<file path="src/rtl/unidade_multdiv_pkg.sv">
// Shared definitions for the iterative multiply/divide unit: operation codes,
// FSM states and default widths.
package unidade_multdiv_pkg;

  localparam int WIDTH_PADRAO      = 8;
  localparam int REG_ADDR_W_PADRAO = 2;
  localparam int N_ITERACOES       = WIDTH_PADRAO;

  typedef enum logic [1:0] {
    OP_MUL  = 2'b00,
    OP_MULH = 2'b01,
    OP_DIV  = 2'b10,
    OP_REM  = 2'b11
  } op_e;

  typedef enum logic [1:0] {
    OCIOSO  = 2'd0,
    CALCULA = 2'd1,
    ESCRITA = 2'd2
  } estado_e;

  // DIV and REM share the restoring-division datapath
  function automatic logic eh_divisao(input logic [1:0] op);
    return op[1];
  endfunction

endpackage

</file>
<file path="src/rtl/passo_multdiv.sv">
// One iteration of the shared datapath: shift-add multiply step or
// restoring-division step, selected by operation class.
module passo_multdiv #(
  parameter int WIDTH = 8
) (
  input  logic [2*WIDTH:0] acc_atual,
  input  logic [WIDTH-1:0] operando,
  input  logic             divide,
  output logic [2*WIDTH:0] acc_prox
);

  logic [WIDTH:0]   soma_s;
  logic [WIDTH+1:0] resto_desl_s;
  logic [WIDTH+1:0] dif_s;

  // Divide: acc = {remainder, quotient}. Multiply: acc = {carry, high, multiplier}.
  always_comb begin
    soma_s       = {1'b0, acc_atual[2*WIDTH-1:WIDTH]} +
                   {1'b0, (acc_atual[0] ? operando : {WIDTH{1'b0}})};
    resto_desl_s = {1'b0, acc_atual[2*WIDTH:WIDTH-1]};
    dif_s        = resto_desl_s - {2'b00, operando};
    if (divide) begin
      if (dif_s[WIDTH+1] == 1'b0) begin
        acc_prox = {dif_s[WIDTH:0], acc_atual[WIDTH-2:0], 1'b1};
      end else begin
        acc_prox = {resto_desl_s[WIDTH:0], acc_atual[WIDTH-2:0], 1'b0};
      end
    end else begin
      acc_prox = {1'b0, soma_s, acc_atual[WIDTH-1:1]};
    end
  end

endmodule

</file>
<file path="src/rtl/unidade_multdiv.sv">
// Iterative unsigned 8-bit MUL/MULH/DIV/REM unit writing its result through
// the register-bank write port; FSM, iteration counter and output registers.
module unidade_multdiv
  import unidade_multdiv_pkg::*;
#(
  parameter int WIDTH      = WIDTH_PADRAO,
  parameter int REG_ADDR_W = REG_ADDR_W_PADRAO
) (
  input  logic                  clock,
  input  logic                  reset_n,
  input  logic                  inicia,
  input  logic [1:0]            operacao,
  input  logic [WIDTH-1:0]      operandoA,
  input  logic [WIDTH-1:0]      operandoB,
  input  logic [REG_ADDR_W-1:0] regDestino,
  output logic                  ocupado,
  output logic                  pronto,
  output logic                  EscreveReg,
  output logic [REG_ADDR_W-1:0] regEscrito,
  output logic [WIDTH-1:0]      dadoEscrito,
  output logic                  divZero
);

  localparam int CW = $clog2(WIDTH) + 1;

  estado_e               estado_r, estado_s;
  logic [1:0]            op_r;
  logic [WIDTH-1:0]      opnd_r;
  logic [REG_ADDR_W-1:0] reg_r;
  logic [2*WIDTH:0]      acc_r, acc_prox_s;
  logic [CW-1:0]         cont_r;
  logic                  aceita_s, div_zero_in_s, ultima_s;
  logic [WIDTH-1:0]      resultado_s;

  logic                  ocupado_r, ocupado_s;
  logic                  pronto_r, pronto_s;
  logic                  escreve_r, escreve_s;
  logic [REG_ADDR_W-1:0] reg_esc_r, reg_esc_s;
  logic [WIDTH-1:0]      dado_r, dado_s;
  logic                  dz_r, dz_s;

  assign aceita_s      = (estado_r == OCIOSO) && inicia;
  assign div_zero_in_s = eh_divisao(operacao) && (operandoB == {WIDTH{1'b0}});
  assign ultima_s      = (cont_r == CW'(WIDTH - 1));
  assign resultado_s   = op_r[0] ? acc_prox_s[2*WIDTH-1:WIDTH] : acc_prox_s[WIDTH-1:0];

  passo_multdiv #(.WIDTH(WIDTH)) u_passo (
    .acc_atual (acc_r),
    .operando  (opnd_r),
    .divide    (eh_divisao(op_r)),
    .acc_prox  (acc_prox_s)
  );

  // State register
  always_ff @(posedge clock or negedge reset_n) begin
    if (!reset_n) estado_r <= OCIOSO;
    else          estado_r <= estado_s;
  end

  // Next-state logic; division by zero skips the iterations entirely
  always_comb begin
    estado_s = estado_r;
    case (estado_r)
      OCIOSO: begin
        if (aceita_s) estado_s = div_zero_in_s ? ESCRITA : CALCULA;
        else          estado_s = OCIOSO;
      end
      CALCULA: begin
        if (ultima_s) estado_s = ESCRITA;
        else          estado_s = CALCULA;
      end
      ESCRITA: estado_s = OCIOSO;
      default: estado_s = OCIOSO;
    endcase
  end

  // Operand latch, accumulator and iteration counter
  always_ff @(posedge clock or negedge reset_n) begin
    if (!reset_n) begin
      op_r   <= 2'b00;
      opnd_r <= {WIDTH{1'b0}};
      reg_r  <= {REG_ADDR_W{1'b0}};
      acc_r  <= {(2*WIDTH+1){1'b0}};
      cont_r <= {CW{1'b0}};
    end else if (aceita_s) begin
      op_r   <= operacao;
      opnd_r <= eh_divisao(operacao) ? operandoB : operandoA;
      reg_r  <= regDestino;
      acc_r  <= {{(WIDTH+1){1'b0}}, (eh_divisao(operacao) ? operandoA : operandoB)};
      cont_r <= {CW{1'b0}};
    end else if (estado_r == CALCULA) begin
      acc_r  <= acc_prox_s;
      cont_r <= cont_r + {{(CW-1){1'b0}}, 1'b1};
    end else begin
      cont_r <= cont_r;
    end
  end

  // Next values of the registered outputs; result fields hold between writes
  always_comb begin
    ocupado_s = ocupado_r;
    pronto_s  = 1'b0;
    escreve_s = 1'b0;
    reg_esc_s = reg_esc_r;
    dado_s    = dado_r;
    dz_s      = dz_r;
    case (estado_r)
      OCIOSO: begin
        if (aceita_s) begin
          ocupado_s = 1'b1;
          if (div_zero_in_s) begin
            pronto_s  = 1'b1;
            escreve_s = (regDestino != {REG_ADDR_W{1'b0}});
            reg_esc_s = regDestino;
            dado_s    = operacao[0] ? operandoA : {WIDTH{1'b1}};
            dz_s      = 1'b1;
          end else begin
            pronto_s = 1'b0;
          end
        end else begin
          ocupado_s = 1'b0;
        end
      end
      CALCULA: begin
        if (ultima_s) begin
          pronto_s  = 1'b1;
          escreve_s = (reg_r != {REG_ADDR_W{1'b0}});
          reg_esc_s = reg_r;
          dado_s    = resultado_s;
          dz_s      = 1'b0;
        end else begin
          pronto_s = 1'b0;
        end
      end
      ESCRITA: ocupado_s = 1'b0;
      default: ocupado_s = 1'b0;
    endcase
  end

  // Output registers
  always_ff @(posedge clock or negedge reset_n) begin
    if (!reset_n) begin
      ocupado_r <= 1'b0;
      pronto_r  <= 1'b0;
      escreve_r <= 1'b0;
      reg_esc_r <= {REG_ADDR_W{1'b0}};
      dado_r    <= {WIDTH{1'b0}};
      dz_r      <= 1'b0;
    end else begin
      ocupado_r <= ocupado_s;
      pronto_r  <= pronto_s;
      escreve_r <= escreve_s;
      reg_esc_r <= reg_esc_s;
      dado_r    <= dado_s;
      dz_r      <= dz_s;
    end
  end

  assign ocupado     = ocupado_r;
  assign pronto      = pronto_r;
  assign EscreveReg  = escreve_r;
  assign regEscrito  = reg_esc_r;
  assign dadoEscrito = dado_r;
  assign divZero     = dz_r;

endmodule
</file>
<file path="config.mk">
export PLATFORM = sky130hd
export DESIGN_NAME = unidade_multdiv
export DESIGN_NICKNAME = d
export VERILOG_FILES = /design/src/rtl/unidade_multdiv_pkg.sv /design/src/rtl/passo_multdiv.sv /design/src/rtl/unidade_multdiv.sv
export SDC_FILE = /design/constraint.sdc
export NUM_CORES = 1
export LEC_CHECK = 0
export ABC_AREA = 0
export CORE_UTILIZATION = 55
export DETAILED_ROUTE_END_ITERATION = 10
export GPL_TIMING_DRIVEN = 0
export PLACE_DENSITY = 0.78
export SETUP_SLACK_MARGIN = 0.05
export SLEW_MARGIN = 20
export SYNTH_ARGS = -nofsm -noshare
export SYNTH_HDL_FRONTEND = slang
export SYNTH_HIERARCHICAL = 1
export SYNTH_SLANG_ARGS = --single-unit
</file>
<file path="constraint.sdc">
create_clock -name clock -period 3.1 [get_ports clock]
set_input_delay 0.62 -clock clock [delete_from_list [all_inputs] [get_ports clock]]
set_output_delay 0.62 -clock clock [all_outputs]
set_load 0.005 [all_outputs]
</file>
Yosys cells after proc, flatten, opt, wreduce, memory -nomap -nowiden
Index checks and enable logic that the tools add are counted.
W data, S select, Z words.
{"block": "totals", "out_inout_bits": 14, "elab_cells": 66, "ff_bits": 49, "inputBits": 23}
{"block": "op_classes", "n_reduce_logical": 9, "addsub": 3, "n_eq_ne": 5, "n_mux": 37}
{"op": "$mux W17", "count": 4}
{"op": "$mux W8", "count": 8}
{"op": "$pmux W8 S2", "count": 1}
{"op": "$mux W2", "count": 6}
{"op": "$mux W1", "count": 10}
{"op": "$sub A10 B8 Y10", "count": 1}
{"op": "$add A8 B8 Y9", "count": 1}
{"op": "$logic_not A8 Y1", "count": 1}
{"op": "$mux W4", "count": 2}
{"op": "$pmux W1 S2", "count": 4}
{"op": "$pmux W2 S2", "count": 2}
{"op": "$reduce_bool A2 Y1", "count": 4}
{"op": "$ne A2 B2 Y1 const B", "count": 3}
{"op": "$add A4 B1 Y4 const B", "count": 1}
{"op": "$eq A4 B3 Y1 const B", "count": 1}
{"op": "$reduce_and A4 Y1", "count": 1}
{"op": "$eq A2 B1 Y1 const B", "count": 1}
{"op": "$logic_and A1 B1 Y1", "count": 2}
{"op": "$logic_not A2 Y1", "count": 1}

Logic depth before layout (Yosys ltp)
Gate-level depths: netlist (run 1).
{"block": "logic_depth", "ltp_word": 6, "mapped_depth": 12, "depth_no_buf": 12}

Modules after synthesis
Netlist (run 1), hierarchy kept.
{"mod": "unidade_multdiv", "area_each_um2": 2342.2, "seq_area_each_um2": 1201.2, "instances": 1, "cells_each": 209}
{"mod": "passo_multdiv", "area_each_um2": 1078.5, "seq_area_each_um2": 0.0, "instances": 1, "cells_each": 150}

Worst setup path before layout (run 1)
No wires, ideal clock.
{"block": "synth_path", "kind": "register -> register", "startpoint": "register acc_r[0]", "endpoint": "register dado_r[7] (netlist: dadoEscrito[7])", "path_buffers": 0, "setup_slack_ns": 0.441, "period_less_slack_ns": 2.659, "required_time_ns": 2.973, "setup_ns": 0.127, "stages_incl_launch_ff": 13, "t_arrival_ns": 2.532, "cell_sequence": "dfrtp_1 -> and2_1 -> ha_1 -> fa_1 -> a21o_1 -> a21oi_1 -> o21a_1 -> o21bai_1 -> a211oi_1 -> a31oi_1 -> mux2i_1 -> a21oi_1 -> mux2_1"}
{"block": "synth_between", "elab_chain_cells": 6}
{"item": "from (decl)", "line_no": "unidade_multdiv.sv:30", "text": "logic [2*WIDTH:0] acc_r, acc_prox_s;"}
{"item": "from (signal assigned)", "line_no": "unidade_multdiv.sv:83", "text": "acc_r <= {(2*WIDTH+1){1'b0}};"}
{"item": "from (signal assigned)", "line_no": "unidade_multdiv.sv:89", "text": "acc_r <= {{(WIDTH+1){1'b0}}, (eh_divisao(operacao) ? operandoA : operandoB)};"}
{"item": "from (signal assigned)", "line_no": "unidade_multdiv.sv:92", "text": "acc_r <= acc_prox_s;"}
{"item": "$mux W8", "line_no": "passo_multdiv.sv:19", "text": "{1'b0, (acc_atual[0] ? operando : {WIDTH{1'b0}})};"}
{"item": "$add A8 B8 Y9", "line_no": "passo_multdiv.sv:18", "text": "soma_s = {1'b0, acc_atual[2*WIDTH-1:WIDTH]} +"}
{"item": "$mux W17", "line_no": "passo_multdiv.sv:22", "text": "if (divide) begin"}
{"item": "via acc_prox_s[15]", "line_no": "unidade_multdiv.sv:30"}
{"item": "$mux W8", "line_no": "unidade_multdiv.sv:45", "text": "assign resultado_s = op_r[0] ? acc_prox_s[2*WIDTH-1:WIDTH] : acc_prox_s[WIDTH-1:0];"}
{"item": "$mux W8", "line_no": "unidade_multdiv.sv:125", "text": "if (ultima_s) begin"}
{"item": "$pmux W8 S2", "line_no": "unidade_multdiv.sv:107", "text": "case (estado_r)"}
{"item": "to (signal assigned)", "line_no": "unidade_multdiv.sv:147", "text": "dado_r <= {WIDTH{1'b0}};"}
{"item": "to (signal assigned)", "line_no": "unidade_multdiv.sv:154", "text": "dado_r <= dado_s;"}
{"item": "to (decl)", "line_no": "unidade_multdiv.sv:39", "text": "logic [WIDTH-1:0] dado_r, dado_s;"}
The timed path passes the listed nets, and every way through them passes these cells. The select of a mux whose other input is x is not followed.
A chain may end at the register's enable or synchronous reset.

Final worst setup path (run 1)
{"block": "layout_path", "startpoint": "register acc_r[9]", "endpoint": "register dado_r[2] (netlist: dadoEscrito[2])"}
{"block": "layout_between", "elab_chain_cells": 6, "elab_cells_between_ends": 7, "cone_classes": "add/sub: 2; mux: 5"}
{"item": "$sub A10 B8 Y10", "line_no": "passo_multdiv.sv:21", "text": "dif_s = resto_desl_s - {2'b00, operando};"}
{"item": "$mux W17", "line_no": "passo_multdiv.sv:23", "text": "if (dif_s[WIDTH+1] == 1'b0) begin"}
{"item": "$mux W17 (*)", "line_no": "passo_multdiv.sv:22"}
{"item": "via acc_prox_s[10]", "line_no": "unidade_multdiv.sv:30"}
{"item": "$mux W8 (*)", "line_no": "unidade_multdiv.sv:45"}
{"item": "$mux W8 (*)", "line_no": "unidade_multdiv.sv:125"}
{"item": "$pmux W8 S2 (*)", "line_no": "unidade_multdiv.sv:107"}
The timed path passes the listed nets; every way through them passes the cells marked *. The select of a mux whose other input is x is not followed.

==> results.md, run 1 <==
* Synth Net Count at 401
* Post-route cell area at 0.00401 mm^2
* Fmax achieved at 338 MHz
* FP Rows at 28
* Final hold violation count at 0
* Die W at 80.9 um
* CTS clk-pin slew, worst paths at 0.09 ns
* Pwr per Cell Area at 1140 mW/mm^2
* Hold Path Class: in2async
* Syn Area/Cell at 9.53 um^2
* Post-Synthesis Cells at 359
* Post-Syn Area at 0.00342 mm^2
* GP Congestion at 0.927
* DR iter-0 viols at 190
* DP Cell Count at 470
* Global-route wire length before repair at 14.2 mm
* Clock skew at 0.00365 ns
* Number of I/O pins at 37
* Slew Viols, Final at 0
* Post-synth EDFFs at 0
* Vias at 2937
* Critical path capture point type: flop
* Initial antenna violation count at 0
* Status: finished clean
* CTS tree: yes
* Core footprint at 0.00596 mm^2
* Filler Cells Inserted at 476
* Post-route insts no fill at 479
* Critical setup path kind: reg2reg
* Die ar. at 0.00654 mm^2
* Distinct cell type count after synthesis at 55
* GRT Residual Overflow at 0
* TritonRoute pass-1 iters at 5
* Ys Warns at 6
* Routed WL at 8.79 mm
* Top_reg_cell synth: dfrtp_1
* Clk buf depth at 2
* Die height at 80.9 um
* VDD IR max at 572 uV
* Share of layout cells above drive strength 1 at 14.1%
* Unrepaired setup endpoints after global routing: true
* Largest net degree at the start of global routing at 33
* Worst Max-Slew Pin Slew at 0.637 ns
* Worst setup path start: acc_r[9]$_DFFE_PN0P_
* Register bit total from synthesis at 48
* CP arrival at 3.14 ns
* Setup TNS Final at 0 ns
* Sequential cell area fraction in the yosys report at 35.1%
* Diode count at 0
* Cts hold-fix bufs at 0
* Drt wl/cell at 18.4 um
* Async SR Flop Fraction at 100%
* Final min period at 2.96 ns
* Htree depth at 2
* CTS buffer count at 5
* Reg-to-Reg Start: acc_r[9]$_DFFE_PN0P_
* NumNets Final at 445
* Clk Latency, worst-skew pair at 0.30 ns
* Worst EP required at 3.29 ns
* IO buf count at 35
* Critical path fanouts, max at 5
* Final ANT Viol Nets at 0
* Maxcap violations at 0
* CTS sink count at 48
* Static leakage at 1.70 nW
* Residual DRC at 0
* Final Cycle Share at 95.3%
* Slew HR at 57.5%
* Post-DP HPWL at 6.57 mm
* Area grow syn2layout at 17.3%
* Final setup viols at 0
* CTS root buffer: clkbuf_8
* Setup crit start kind: flop
* Initial Util at 57.4%
* Via density at 6.13
* Placed instance area at 0.00388 mm^2
* Vias in the first global route at 2932
* Total track usage at 29.1%
[per-layer routing]
layer	global-route usage, %	up-vias	wire (um)
li1	-	1404	-
met1	38.0	1415	4000
met2	48.1	101	4200
met3	5.51	17	423
met4	10.4	0	170
met5	0	-	0
[timing repair]
item	4_1_cts	5_1_grt
buffers inserted	0	1
pin swaps	0	0
setup endpoints to repair	2	7
gates resized for setup	1	7
[per-stage QoR]
stage | setup slack, ns | power (mW) | utilization (%) | hold slack [ns]
after detailed placement | 0.0590 | 4.06 | 65.1 | 0.475
after floorplan | 0.441 | 3.24 | - | 0.324
final | 0.145 | 4.58 | 67.4 | 0.244
after global routing | 0.0235 | 4.93 | 67.4 | 0.259
after CTS | 0.0557 | 4.47 | 66.7 | 0.250
after global placement | -0.0127 | 3.99 | 64.9 | 0.465
[power by group]
| part | switching [mW] | internal, mW | total, mW |
|---|---|---|---|
| clock | 0.214 | 0.178 | 0.393 |
| sequential | 0.255 | 0.921 | 1.18 |
| combinational | 1.61 | 1.40 | 3.01 |
[synthesized netlist by cell type (2+ instances only)]
library cell	instances	share of area [%]
dfrtp_1	48	35
a21oi_1	31	4.5
nor2_1	23	2.5
mux2_2	21	6.9
o21ai_0	21	3.1
ha_1	17	6.2
mux2i_1	17	5.0
nand2_1	16	1.8
inv_1	13	1.4
nor2b_1	13	2.4
a22o_1	10	2.6
clkbuf_1	10	1.1
and2_1	9	1.6
mux2_1	9	3.0
nor3_1	9	1.3
a22oi_1	8	1.8
nor3b_1	8	1.8
buf_2	7	1.0
a211oi_1	4	0.88
a311o_1	4	1.2
nand3_1	4	0.59
o21a_1	4	0.88
o21ai_1	4	0.59
o21bai_1	4	0.88
xor2_1	4	1.0
a31oi_1	3	0.55
xnor2_1	3	0.77
a21o_1	2	0.44
buf_6	2	0.66
fa_1	2	1.2
nand4_1	2	0.37
nor4_1	2	0.37
o211ai_1	2	0.44
or3_1	2	0.37
[layout make-up]
| class | count | area [um^2] | area share (%) |
|---|---|---|---|
| clock buffer | 6 | 82.6 | 2.06 |
| timing repair buffer | 37 | 373 | 9.30 |
| buffer | 20 | 101 | 2.53 |
| tap | 75 | 93.8 | 2.34 |
| inverter | 13 | 48.8 | 1.22 |
| clock inverter | 2 | 10.0 | 0.250 |
| multi-input combinational | 278 | 2100 | 52.3 |
| sequential | 48 | 1200 | 30.0 |
[kinds of logic (layout without fill, tap and decap cells)]
| family | count (synthesis) | after routing | synth area share, % |
|---|---|---|---|
| fa+ha+maj | 19 | 19 | 7.39 |
| compound gates | 107 | 107 | 20.9 |
| flops | 48 | 48 | 35.1 |
| mux | 47 | 47 | 14.9 |
| buf+inv | 33 | 78 | 4.32 |
| xor+xnor | 7 | 7 | 1.79 |
| simple gates | 98 | 98 | 15.6 |
[placed cells by master, fill, tap and decap left out, types with 9 or more instances in the layout]
cell and n:
a22o_1 10, o21ai_0 21, clkdlybuf4s50_1 34, inv_1 13, ha_1 16, mux2_2 21, nor2b_1 13, and2_1 9
nand2_1 16, dfrtp_1 47, mux2_1 9, mux2i_1 17, nor2_1 23, clkbuf_1 10, a21oi_1 30
[sequential cells by signal, summed over array words and instances, names as in the netlist]
register,flops
acc_r,17
regEscrito,2
divZero,1
cont_r,4
dadoEscrito,8
reg_r,2
op_r,2
opnd_r,8
ocupado,1
estado_r,2
EscreveReg,1
[worst max-delay path: stages (launching register included)]
cell and delay (ns):
dfrtp_1 0.47, ha_1 0.39, o21a_1 0.22, o31ai_4 0.08
a211oi_2 0.14, o21a_4 0.23, or2_1 0.30, a311o_1 0.44
mux2i_1 0.16, a21oi_1 0.09, mux2_1 0.31
[worst paths after layout]
kind                                               to  slack (ns)  cells after the start
hold reg to reg             regEscrito[0]$_DFFE_PN0P_        0.49                      1
min in group clock          regEscrito[0]$_DFFE_PN0P_        0.49                      1
setup reg to reg           dadoEscrito[2]$_DFFE_PN0P_        0.14                     10
hold / removal                   EscreveReg$_DFF_PN0_        0.24                      1
max in group asynchronous        acc_r[0]$_DFFE_PN0P_        2.32                      2
setup / recovery           dadoEscrito[2]$_DFFE_PN0P_        0.14                     10
No activity file was read; power rests on OpenSTA's default activity.
==> inputs of run 2 (changes only) <==
--- a/config.mk
+++ b/config.mk
@@ -5,7 +5,7 @@
 export SDC_FILE = /design/constraint.sdc
 export NUM_CORES = 1
 export LEC_CHECK = 0
-export ABC_AREA = 0
+export ABC_AREA = 1
 export CORE_UTILIZATION = 55
 export DETAILED_ROUTE_END_ITERATION = 10
 export GPL_TIMING_DRIVEN = 0
==> run 2 against run 1 <==
Count of clock-buffer cells in the layout unchanged. Clock skew rose by 0.0031 ns. Hold slack better by 0.10 ns. First-iteration DRC count grew 42%. Design area rose by 2.0%. Critical endpoint is now dadoEscrito[5]$_DFFE_PN0P_. Largest cell class unchanged. Fmax up 17%. Non-clock buffer count down 2. Sequential cell count stayed put. Setup slack improved by 0.42 ns. Combinational power about the same. Synthesized area grew 3.3%. Sequential share of layout area decreased by 0.61 points. Critical path type unchanged.
==> results.md, run 2 <==
* Sequential cell area fraction in the yosys report at 34.0% (-1.1 points)
* Final hold violation count at 0 (unchanged)
* Resized cells post-CTS at 0 (-1)
* Vias in the first global route at 3207 (+9.4%)
* Net Sw Power at 2.27 mW (+9.1%)
* Max stage delay cell, worst path: fa_1
* Post-DP HPWL at 7.43 mm (+13%)
* Fmax achieved at 395 MHz (+17%)
* Worst Max-Slew Pin Slew at 0.686 ns (+0.0489 ns)
* Final Util at 67.5% (+0.13 points)
* Via density at 5.63 (-8.1%)
* Die W at 82.1 um (+1.6%)
* CTS buffer count at 5 (unchanged)
* Vias at 3504 (+19%)
* Gate power share at 65.6% (-0.2 points)
* Commonest non-fill, non-tap cell in the layout: nand2_1
* Diode count at 0 (unchanged)
* Total track usage at 30.1% (+0.94 points)
* CTS tree: yes
* Pwr per Cell Area at 1110 mW/mm^2 (-2.4%)
* CTS sink count at 48 (unchanged)
* Core footprint at 0.00606 mm^2 (+1.8%)
* Post-route cell area at 0.00409 mm^2 (+2.0%)
* Critical setup path kind: reg2reg
* Internal power at 2.29 mW (-8.5%)
* Most frequent cell after synthesis: nand2_1
* CTS root buffer: clkbuf_8
* Top_reg_cell synth: dfrtp_1
* Post-Syn Area at 0.00353 mm^2 (+3.3%)
* Max reg flops at 17 (unchanged)
* Setup crit start kind: flop
* Worst EP required at 3.34 ns (+0.05 ns)
* CP arrival at 2.77 ns (-0.37 ns)
* Number of I/O pins at 37 (unchanged)
* DP Cell Count at 615 (+31%)
* GRT Residual Overflow at 0 (unchanged)
* Die ar. at 0.00675 mm^2 (+3.2%)
* Maxcap violations at 0 (unchanged)
* Setup TNS Final at 0 ns (unchanged)
* Final min period at 2.53 ns (-0.423 ns)
* Initial antenna violation count at 0 (unchanged)
* Routed WL at 9.20 mm (+4.6%)
* Initial Util at 58.3% (+0.84 points)
* Share of layout cells above drive strength 1 at 8.78% (-5.3 points)
* DR iter-0 viols at 270 (+42%)
* Async SR Flop Fraction at 100% (unchanged)
* Area share of the largest cell type after synthesis at 34.0% (-1.1 points)
* Status: finished clean
* Synth Net Count at 546 (+36%)
* CTS clk-pin slew, worst paths at 0.09 ns (about the same)
* Post-route insts no fill at 622 (+30%)
* Postcts setup bufs at 0 (unchanged)
* Distinct cell type count after synthesis at 34 (-38%)
* Total Power at 4.56 mW (-0.48%)
* Global-route wire length before repair at 15.2 mm (+6.4%)
* Final Cycle Share at 81.7% (-14 points)
* Delay of the slowest cell on the worst path at 0.41 ns (-0.06 ns)
* CP delay by family, top: simple AND/OR/NAND/NOR gates
* Most frequent cells in the layout: nand2_1, inv_1, dfrtp_1, o21ai_0, nand3_1
* Ys Warns at 6 (unchanged)
* Post-synth EDFFs at 0 (unchanged)
* Slew Viols, Final at 0 (unchanged)
* GP Congestion at 0.897 (-3.3%)
* Drt wl/cell at 14.8 um (-19%)
* Clk buf depth at 2 (unchanged)
* Htree depth at 2 (unchanged)
* Cts hold-fix bufs at 0 (unchanged)
* Static leakage at 2.15 nW (+27%)
* Final setup viols at 0 (unchanged)
* Syn Area/Cell at 7.01 um^2 (-26%)
* Die height at 82.1 um (+1.6%)
* TritonRoute pass-1 iters at 5 (unchanged)
* Slew HR at 54.3% (-3.3 points)
* Residual DRC at 0 (unchanged)
* Final ANT Viol Nets at 0 (unchanged)
* Unrepaired setup endpoints after global routing: false
* NumNets Final at 589 (+32%)
* Critical path fanouts, max at 9 (+4)
* Commonest cells in the netlist: nand2_1, inv_1, dfrtp_1
* VDD IR max at 743 uV (+30%)
* Area grow syn2layout at 15.8%
* Post-Synthesis Cells at 504 (+40%)
* Largest net degree at the start of global routing at 29 (-12%)
* Sw Share at 49.8% (+4.4 points)
* Clock share of power at 8.4% (-0.2 points)
* Clock skew at 0.00672 ns (+0.00307 ns)
* Crit-path cells: clkbuf_1, nand2_1, inv_1, ha_1, fa_1, nand3_1, nand2_1, nand2_1, nand2_1, xor2_1, nand2_1, nand2_1, nor2_1, o21ai_1, nand2_1, nand2_1
* Reg power frac at 25.9% (+0.2 points)
* FP Rows at 28 (unchanged)
* Post-synth top area cell: dfrtp_1
* Placed instance area at 0.00400 mm^2 (+3.1%)
* IO buf count at 35 (unchanged)
* Critical path capture point type: flop
* Most used cell, CP: nand2_1
* Largest Register: acc_r
* Register bit total from synthesis at 48 (unchanged)
* Clk Latency, worst-skew pair at 0.30 ns (about the same)
* Hold Path Class: in2async
* CP Buf/Inv Count at 2 (+2)
* Synth area leaders: dfrtp_1, nand2_1, ha_1, o21ai_0, nand3_1
-- run 2: cell types whose count changed in the layout (fill, tap and decap cells not counted), sizes merged, moves of 6 or more --
cell,delta
nand2,+158
inv,+44
nand3,+39
mux2,-30
o21ai,+22
mux2i,-17
a21oi,-16
nor2b,-14
and2,-9
nor3b,-9
nor2,+8
nor3,-8
a31oi,+6
-- run 2: kinds of logic (layout without fill, tap and decap cells) --
family	count (synthesis)	in the layout	synth area share, %
AOI/OAI and AO/OA	92	92	15.4
xor gates and xnor gates	6	6	1.49
adders and majority gates	19	19	7.16
buffers and inverters	76	119	8.78
DFF	48	48	34.0
and+or+nand+nor	263	263	33.1
-- run 2: per-layer routing --
metal,wire [um],global-route usage [%],up-vias,part of all wire [%]
li1,-,-,1739,-
met1,4140,40.0,1613,45
met2,4320,49.9,129,47
met3,506,4.07,23,5.5
met4,223,10.7,0,2.4
met5,0,0,-,0
-- run 2: power groups by stage --
stage               Clock, mW  Combinational (mW)  Sequential [mW]
floorplan                   0                2.18             1.12
global placement            0                2.88             1.18
detailed placement          0                2.96             1.19
CTS                     0.389                2.97             1.18
global route            0.415                3.38             1.22
finish                  0.385                2.99             1.18
-- run 2: final timing paths --
| path | start | to | slack (ns) | depth (start not counted) |
|---|---|---|---|---|
| min reg2reg | divZero$_DFFE_PN0P_ | divZero$_DFFE_PN0P_ | 0.48 | 2 |
| max in group asynchronous | reset_n | dadoEscrito[0]$_DFFE_PN0P_ | 2.22 | 2 |
| max reg2reg | acc_r[0]$_DFFE_PN0P_ | dadoEscrito[5]$_DFFE_PN0P_ | 0.57 | 16 |
| min in group clock | divZero$_DFFE_PN0P_ | divZero$_DFFE_PN0P_ | 0.48 | 2 |
| max | acc_r[0]$_DFFE_PN0P_ | dadoEscrito[5]$_DFFE_PN0P_ | 0.57 | 16 |
| min | reset_n | acc_r[16]$_DFFE_PN0P_ | 0.35 | 1 |
-- run 2: metrics by stage --
step | worst slack [ns] | hold WS [ns]
after floorplan | 0.991 | 0.324
after global placement | -0.0113 | 0.458
after detailed placement | 0.606 | 0.458
after CTS | 0.582 | 0.378
after global routing | 0.365 | 0.404
final | 0.568 | 0.349
-- run 2: area by class of cell --
| cell class | count | area, um^2 |
|---|---|---|
| fill | 582 | 1970 |
| inverter | 57 | 214 |
| clock buffer | 6 | 82.6 |
| multi-input combinational | 380 | 2020 |
| timing repair buffer | 36 | 373 |
| clock inverter | 1 | 8.76 |
| sequential | 48 | 1200 |
| tap | 75 | 93.8 |
| buffer | 19 | 96.3 |
